$ cat config.mk
export PLATFORM = sky130hd
export DESIGN_NAME = seq_ripple_adder
export DESIGN_NICKNAME = d
export VERILOG_FILES = /design/src/rtl/seq_adder_pkg.sv /design/src/rtl/seq_ripple_adder_digit_adder.sv /design/src/rtl/seq_ripple_adder.sv
export SDC_FILE = /design/constraint.sdc
export NUM_CORES = 1
export LEC_CHECK = 0
export CAP_MARGIN = 15
export CORE_MARGIN = 3
export CORE_UTILIZATION = 49
export CTS_CLUSTER_DIAMETER = 40
export DETAILED_ROUTE_END_ITERATION = 12
export PLACE_DENSITY = 0.79
export SYNTH_ARGS = -nofsm -noshare
export SYNTH_HDL_FRONTEND = slang
export SYNTH_HIERARCHICAL = 1
export SYNTH_SLANG_ARGS = --single-unit
$ cat constraint.sdc
create_clock -name clk_i -period 6.16 [get_ports clk_i]
set_clock_uncertainty 0.05 [all_clocks]
set_input_delay 0.616 -clock clk_i [delete_from_list [all_inputs] [get_ports clk_i]]
set_output_delay 0.616 -clock clk_i [all_outputs]
set_load 0.005 [all_outputs]
$ cat src/rtl/seq_adder_pkg.sv
// ============================================================================
// Module      : seq_adder_pkg
// Description : Shared types and helpers for the digit-serial ripple adder.
// Revision    : 1.0 - initial release
// ============================================================================
`timescale 1ns/1ps
`default_nettype none

package seq_adder_pkg;

    // Controller states of the digit-serial adder, fixed 2-bit encoding
    typedef enum logic [1:0] {
        IDLE = 2'd0,
        RUN  = 2'd1,
        DONE = 2'd2
    } state_e;

    // Width of the digit counter: enough bits to count WIDTH/DIGIT digits, never zero
    function automatic int cnt_width(input int width, input int digit);
        int n;
        if (digit < 1) begin
            return 1;
        end
        n = width / digit;
        return (n <= 1) ? 1 : $clog2(n);
    endfunction

endpackage

`default_nettype wire

$ cat src/rtl/seq_ripple_adder_digit_adder.sv
// ============================================================================
// Module      : digit_adder
// Description : DIGIT-bit combinational ripple chain of one-bit full adders.
//               With SEQ_RIPPLE_ADDER_OVF_EN defined it also exports the carry
//               into its most significant bit (used for signed overflow).
// Revision    : 1.0 - initial release
// ============================================================================
`timescale 1ns/1ps
`default_nettype none

module digit_adder #(
    parameter int DIGIT = 4
) (
    input  logic [DIGIT-1:0] a,
    input  logic [DIGIT-1:0] b,
    input  logic             ci,
    output logic [DIGIT-1:0] sum,
    output logic             co
`ifdef SEQ_RIPPLE_ADDER_OVF_EN
    ,
    output logic             ci_msb
`endif
);

    // w_c[i] is the carry into bit i; w_c[DIGIT] is the carry out of the digit
    logic [DIGIT:0] w_c;

    assign w_c[0] = ci;

    // One full adder per bit, carries rippling upward
    for (genvar i = 0; i < DIGIT; i++) begin : g_fa
        assign sum[i]     = a[i] ^ b[i] ^ w_c[i];
        assign w_c[i + 1] = (a[i] & b[i]) | (w_c[i] & (a[i] ^ b[i]));
    end

    assign co = w_c[DIGIT];

`ifdef SEQ_RIPPLE_ADDER_OVF_EN
    assign ci_msb = w_c[DIGIT-1];
`endif

endmodule

`default_nettype wire

$ cat src/rtl/seq_ripple_adder.sv
// ============================================================================
// Module      : seq_ripple_adder
// Description : Digit-serial adder. Captures two WIDTH-bit operands plus a
//               carry-in, adds DIGIT bits per clock, and presents sum/carry
//               with a valid/ready handshake. Latency is WIDTH/DIGIT cycles.
//               Optional macro SEQ_RIPPLE_ADDER_OVF_EN adds the ovf_o
//               signed-overflow output.
// Revision    : 1.0 - initial release
// ============================================================================
`timescale 1ns/1ps
`default_nettype none

module seq_ripple_adder
    import seq_adder_pkg::*;
#(
    parameter int WIDTH = 16,
    parameter int DIGIT = 4
) (
    input  logic             clk_i,
    input  logic             rst_ni,
    input  logic             valid_i,
    output logic             ready_o,
    input  logic [WIDTH-1:0] a_i,
    input  logic [WIDTH-1:0] b_i,
    input  logic             ci_i,
    output logic             valid_o,
    input  logic             ready_i,
    output logic [WIDTH-1:0] sum_o,
    output logic             co_o
`ifdef SEQ_RIPPLE_ADDER_OVF_EN
    ,
    output logic             ovf_o
`endif
);

    localparam int              c_NDIG = WIDTH / DIGIT;
    localparam int              c_CW   = cnt_width(WIDTH, DIGIT);
    localparam logic [c_CW-1:0] c_LAST = c_CW'(c_NDIG - 1);

    // Reject configurations that cannot be split into whole digits
    if ((DIGIT < 1) || ((WIDTH % DIGIT) != 0)) begin : g_bad_params
        $error("seq_ripple_adder: DIGIT must be >= 1 and divide WIDTH");
    end

    state_e             r_state;
    logic [c_CW-1:0]    r_cnt;
    logic               r_carry;
    logic [WIDTH-1:0]   r_a;
    logic [WIDTH-1:0]   r_b;
    logic [WIDTH-1:0]   r_sum;
    logic               r_co;

    logic [DIGIT-1:0]   w_a_dig;
    logic [DIGIT-1:0]   w_b_dig;
    logic [DIGIT-1:0]   w_sum_dig;
    logic               w_co_dig;

    // Current digit of each captured operand
    assign w_a_dig = r_a[r_cnt*DIGIT +: DIGIT];
    assign w_b_dig = r_b[r_cnt*DIGIT +: DIGIT];

`ifdef SEQ_RIPPLE_ADDER_OVF_EN
    logic               w_ci_msb_dig;
    logic               r_ovf;

    digit_adder #(
        .DIGIT  (DIGIT)
    ) u_digit_adder (
        .a      (w_a_dig),
        .b      (w_b_dig),
        .ci     (r_carry),
        .sum    (w_sum_dig),
        .co     (w_co_dig),
        .ci_msb (w_ci_msb_dig)
    );

    // Overflow flag loaded alongside the final carry; only meaningful on the top digit
    always_ff @(posedge clk_i) begin
        if (!rst_ni) begin
            r_ovf <= 1'b0;
        end else if ((r_state == RUN) && (r_cnt == c_LAST)) begin
            r_ovf <= w_ci_msb_dig ^ w_co_dig;
        end
    end

    assign ovf_o = r_ovf;
`else
    digit_adder #(
        .DIGIT  (DIGIT)
    ) u_digit_adder (
        .a      (w_a_dig),
        .b      (w_b_dig),
        .ci     (r_carry),
        .sum    (w_sum_dig),
        .co     (w_co_dig)
    );
`endif

    // Control FSM and datapath: capture in IDLE, one digit per cycle in RUN, hold in DONE
    always_ff @(posedge clk_i) begin
        if (!rst_ni) begin
            r_state <= IDLE;
            r_cnt   <= '0;
            r_carry <= 1'b0;
            r_sum   <= '0;
            r_co    <= 1'b0;
        end else begin
            case (r_state)
                IDLE: begin
                    if (valid_i) begin
                        r_a     <= a_i;
                        r_b     <= b_i;
                        r_carry <= ci_i;
                        r_cnt   <= '0;
                        r_state <= RUN;
                    end
                end
                RUN: begin
                    r_sum[r_cnt*DIGIT +: DIGIT] <= w_sum_dig;
                    r_carry                     <= w_co_dig;
                    r_cnt                       <= r_cnt + 1'b1;
                    if (r_cnt == c_LAST) begin
                        r_co    <= w_co_dig;
                        r_state <= DONE;
                    end
                end
                DONE: begin
                    if (ready_i) begin
                        r_state <= IDLE;
                    end
                end
                default: begin
                    r_state <= IDLE;
                end
            endcase
        end
    end

    // Handshake outputs decoded purely from the state
    assign ready_o = (r_state == IDLE);
    assign valid_o = (r_state == DONE);
    assign sum_o   = r_sum;
    assign co_o    = r_co;

endmodule

`default_nettype wire

==> results_tabular.tex <==
\begin{tabular}{lr}
\hline
Metric & Value \\
\hline
\multicolumn{2}{l}{\textbf{CTS}} \\
\quad Setup repair bufs after CTS & 0 \\
\quad Maximum number of buffers from clock root to sink & 2 \\
\quad Total number of clock tree sinks & 54 \\
\quad Root Buffer Master & sky130\_fd\_sc\_hd\_\_clkbuf\_8 \\
\quad Clock tree from TritonCTS & built \\
\quad Number of buffers inserted during clock tree synthesis & 5 \\
\quad CTS-repair resized insts & 0 \\
\quad Total number of H-tree levels & 2 \\
\quad Count of hold buffers inserted by post-cts repair & 0 \\
\quad Clock latency on the worst-skew pair & 0.30 ns \\
\quad CTS clock-pin slew for the worst setup and hold paths & 0.09 ns \\
\multicolumn{2}{l}{\textbf{STA}} \\
\quad Smallest setup slack after layout & 2.58 ns \\
\quad Final worst path period share & 58.1\% \\
\quad Worst max-slew margin expressed relative to the limit & 43.5\% \\
\quad Worst-margin pin slew & 0.846 ns \\
\quad Hold Worst Slack & 0.420 ns \\
\quad Sum of negative setup slack & 0 ns \\
\quad Total count of hold-check failures in the final report & 0 \\
\quad Unrepaired setup endpoints after global routing & false \\
\quad Crit path time final & 3.58 ns \\
\quad Peak Freq & 0.280 GHz \\
\quad Final Setup Violations & 0 \\
\quad Max Slew Vio Count & 0 \\
\multicolumn{2}{l}{\textbf{Route}} \\
\quad Count of antenna-violating nets left after detailed routing & 0 \\
\quad First-iteration detailed-routing DRC count & 65 \\
\quad Routed via count & 1,443 \\
\quad Routed wire length & 3940 um \\
\quad Detailed-router iteration count before antenna repair & 4 \\
\quad Detail-routed net length per standard cell & 14.5 um \\
\quad Drc violations & 0 \\
\quad Drt via density & 5.31 \\
\multicolumn{2}{l}{\textbf{Worst hold path}} \\
\quad Hold Crit Start & sum\_o[1]\$\_SDFFE\_PN0P\_ \\
\quad Hold Path Class & flip-flop to flip-flop \\
\multicolumn{2}{l}{\textbf{Placement}} \\
\quad HPWL after detailed placement & 3010 um \\
\quad Port-buffer cells & 55 \\
\quad Worst setup slack after placement & 2.59 ns \\
\quad Routability congestion estimate from global placement & 0.757 \\
\multicolumn{2}{l}{\textbf{Final layout}} \\
\quad Synth-to-Final Area Change & 28.3\% \\
\quad Share of cells above drive strength 1 & 7.27\% \\
\quad Final nets & 265 \\
\quad Number of diodes added for antenna fixing & 0 \\
\quad Share of the core filled with cells & 66.0\% \\
\multicolumn{2}{l}{\textbf{Logic synthesis}} \\
\quad Total of flip-flops plus latches after synthesis & 54 \\
\quad Multiplexer fraction of the synthesized cell area & 8.88\% \\
\quad Top cells by area in the synthesized netlist & sky130\_fd\_sc\_hd\_\_edfxtp\_1 42\%, sky130\_fd\_sc\_hd\_\_dfxtp\_1 19\%, sky130\_fd\_sc\_hd\_\_mux4\_2 5.0\% \\
\quad Arithmetic-cell share of the synthesized area counting full adders, half adders and majority gates & 6.28\% \\
\quad Mean cell area of the mapped netlist & 13.8 um\^{}2 \\
\quad Count of distinct cell types in the synthesized netlist & 30 \\
\quad Area share of and/or/nand/nor cells after synthesis & 11.1\% \\
\quad Area of the mapped netlist & 2270 um\^{}2 \\
\quad Combinational family with the most area after synthesis & simple AND/OR/NAND/NOR gates \\
\quad Cell type with the largest total area after synthesis & sky130\_fd\_sc\_hd\_\_edfxtp\_1 \\
\quad Number of synthesized flops with an enable pin & 32 \\
\quad Area share of the leading cell type in the synthesized netlist & 42.3\% \\
\quad Fraction of the mapped netlist area in compound gates & 6.56\% \\
\quad Share of the yosys chip area belonging to registers & 61.7\% \\
\quad Synth warn & 6 \\
\quad Gate count after technology mapping & 164 \\
\quad FFs w/ async S/R, synth & 0\% \\
\quad Primary FF master, synth & sky130\_fd\_sc\_hd\_\_edfxtp\_1 \\
\quad Most numerous cell types in the synthesized netlist & 32 x sky130\_fd\_sc\_hd\_\_edfxtp\_1, 22 x sky130\_fd\_sc\_hd\_\_dfxtp\_1, 21 x sky130\_fd\_sc\_hd\_\_nand2\_1 \\
\quad Most instantiated library cell after synthesis & sky130\_fd\_sc\_hd\_\_edfxtp\_1 \\
\quad Share of the synthesized netlist area taken by xor and xnor gates & 0\% \\
\quad Number of nets in the synthesized netlist & 210 \\
\multicolumn{2}{l}{\textbf{Global routing}} \\
\quad Wire length of the first global-routing pass & 6480 um \\
\quad Vias in the first global route & 1,403 \\
\quad Pin count of the biggest net entering global routing & 33 \\
\quad Congestion Overflow GR & 0 \\
\quad Number of antenna violations at the first check in global routing & 0 \\
\quad Overall track demand over capacity in global routing & 15.7\% \\
\multicolumn{2}{l}{\textbf{Setup path}} \\
\quad Kind of critical path & flip-flop to flip-flop \\
\quad Startpoint Class & flip-flop \\
\quad Largest driver fanout on the critical path & 16 \\
\quad Origin of the worst setup path & r\_cnt[0]\$\_SDFFE\_PN0P\_ \\
\quad Endpoint arrival time on the critical path & 3.76 ns \\
\quad Sort of element at the end of the critical path & flip-flop \\
\quad CP Data Required Time & 6.34 ns \\
\quad Worst R2R Start & r\_cnt[0]\$\_SDFFE\_PN0P\_ \\
\multicolumn{2}{l}{\textbf{Power}} \\
\quad Leakage Power & 1.04 nW \\
\quad Total power after layout & 0.674 mW \\
\quad Power per Cell Area & 231 nW/um\^{}2 \\
\quad Maximum vdd ir drop & 0.152 mV \\
\multicolumn{2}{l}{\textbf{Outcome}} \\
\quad Result of the run & finished, final reports clean \\
\multicolumn{2}{l}{\textbf{Die}} \\
\quad Effective utilization at floorplan & 51.4\% \\
\quad Die boundary width & 74.1 um \\
\quad Row cnt & 24 \\
\quad DIE AREA & 5480 um\^{}2 \\
\quad Top-Level Pins & 56 \\
\quad Die outline height & 74.1 um \\
\quad Core ar. & 4410 um\^{}2 \\
\multicolumn{2}{l}{\textbf{Flow run}} \\
\quad Number of max-capacitance violations reported & 0 \\
\hline
\end{tabular}
==> area by class of cell <==
type / count / area (um^2)
fill: 337 / 1500
sequential: 54 / 1400
multi-input combinational: 87 / 751
timing repair buffer: 56 / 558
clock buffer: 7 / 76.3
tap: 52 / 65.1
inverter: 15 / 56.3
clock inverter: 1 / 3.75
==> layout by cell type (no fill, tap or decap), types with 3 or more instances in the layout <==
cell type,count
sky130_fd_sc_hd__nor2_1,7
sky130_fd_sc_hd__mux4_2,5
sky130_fd_sc_hd__dfxtp_1,22
sky130_fd_sc_hd__nand3_1,4
sky130_fd_sc_hd__clkdlybuf4s50_1,55
sky130_fd_sc_hd__ha_1,5
sky130_fd_sc_hd__a21oi_1,8
sky130_fd_sc_hd__o22ai_1,12
sky130_fd_sc_hd__fa_1,4
sky130_fd_sc_hd__edfxtp_1,32
sky130_fd_sc_hd__and3b_1,4
sky130_fd_sc_hd__nand2_1,21
sky130_fd_sc_hd__clkbuf_8,5
sky130_fd_sc_hd__mux4_1,3
sky130_fd_sc_hd__inv_1,14
==> cell families after synthesis <==
| logic type | Yosys count |
|---|---|
| DFF | 54 |
| AOI/OAI and AO/OA | 23 |
| and+or+nand+nor | 46 |
| adders and majority gates | 9 |
| muxes | 9 |
| buffers and inverters | 23 |
==> worst max-delay path, stage by stage (launching register included) <==
cell                      delay (ns)
sky130_fd_sc_hd__dfxtp_1        0.88
sky130_fd_sc_hd__mux4_1         0.69
sky130_fd_sc_hd__fa_1           0.43
sky130_fd_sc_hd__inv_1          0.08
sky130_fd_sc_hd__fa_1           0.16
sky130_fd_sc_hd__inv_1          0.05
sky130_fd_sc_hd__fa_1           0.35
sky130_fd_sc_hd__inv_1          0.08
sky130_fd_sc_hd__fa_1           0.40
sky130_fd_sc_hd__inv_1          0.08
sky130_fd_sc_hd__nand2_1        0.08
sky130_fd_sc_hd__o22ai_1        0.17
==> stage by stage <==
step                      cell area (um^2)  cells
after floorplan                       2270    164
after global placement                2830    264
final                                 2910    272
after global routing                  2910    272
after detailed placement              2830    264
after CTS                             2910    272
==> where the power goes <==
group | leakage (nW) | total (mW) | switching [mW] | internal [mW]
combinational | 0.529 | 0.0854 | 0.0373 | 0.0481
clock | 0.0399 | 0.184 | 0.104 | 0.0794
sequential | 0.474 | 0.405 | 0.00938 | 0.395
==> flip-flops by register name, summed over array words and instances (netlist names) <==
name and cells:
r_state 2, sum_o 16, co_o 1, r_cnt 2, r_carry 1, r_b 16, r_a 16
==> path summary, 6_finish.rpt <==
kind / slack [ns] / depth (start not counted) / end
max: 2.58 / 11 / sum_o[15]$_SDFFE_PN0P_
min: 0.42 / 2 / sum_o[1]$_SDFFE_PN0P_
max reg2reg: 2.58 / 11 / sum_o[15]$_SDFFE_PN0P_
min reg2reg: 0.42 / 2 / sum_o[1]$_SDFFE_PN0P_
==> metal layers <==
| metal | GRT usage (%) | routed length (um) |
|---|---|---|
| met4 | 5.03 | 71 |
| met2 | 24.5 | 1900 |
| met3 | 4.86 | 298 |
| met5 | 0 | 0 |
| met1 | 21.0 | 1670 |
Power figures use the tool's default switching activity.
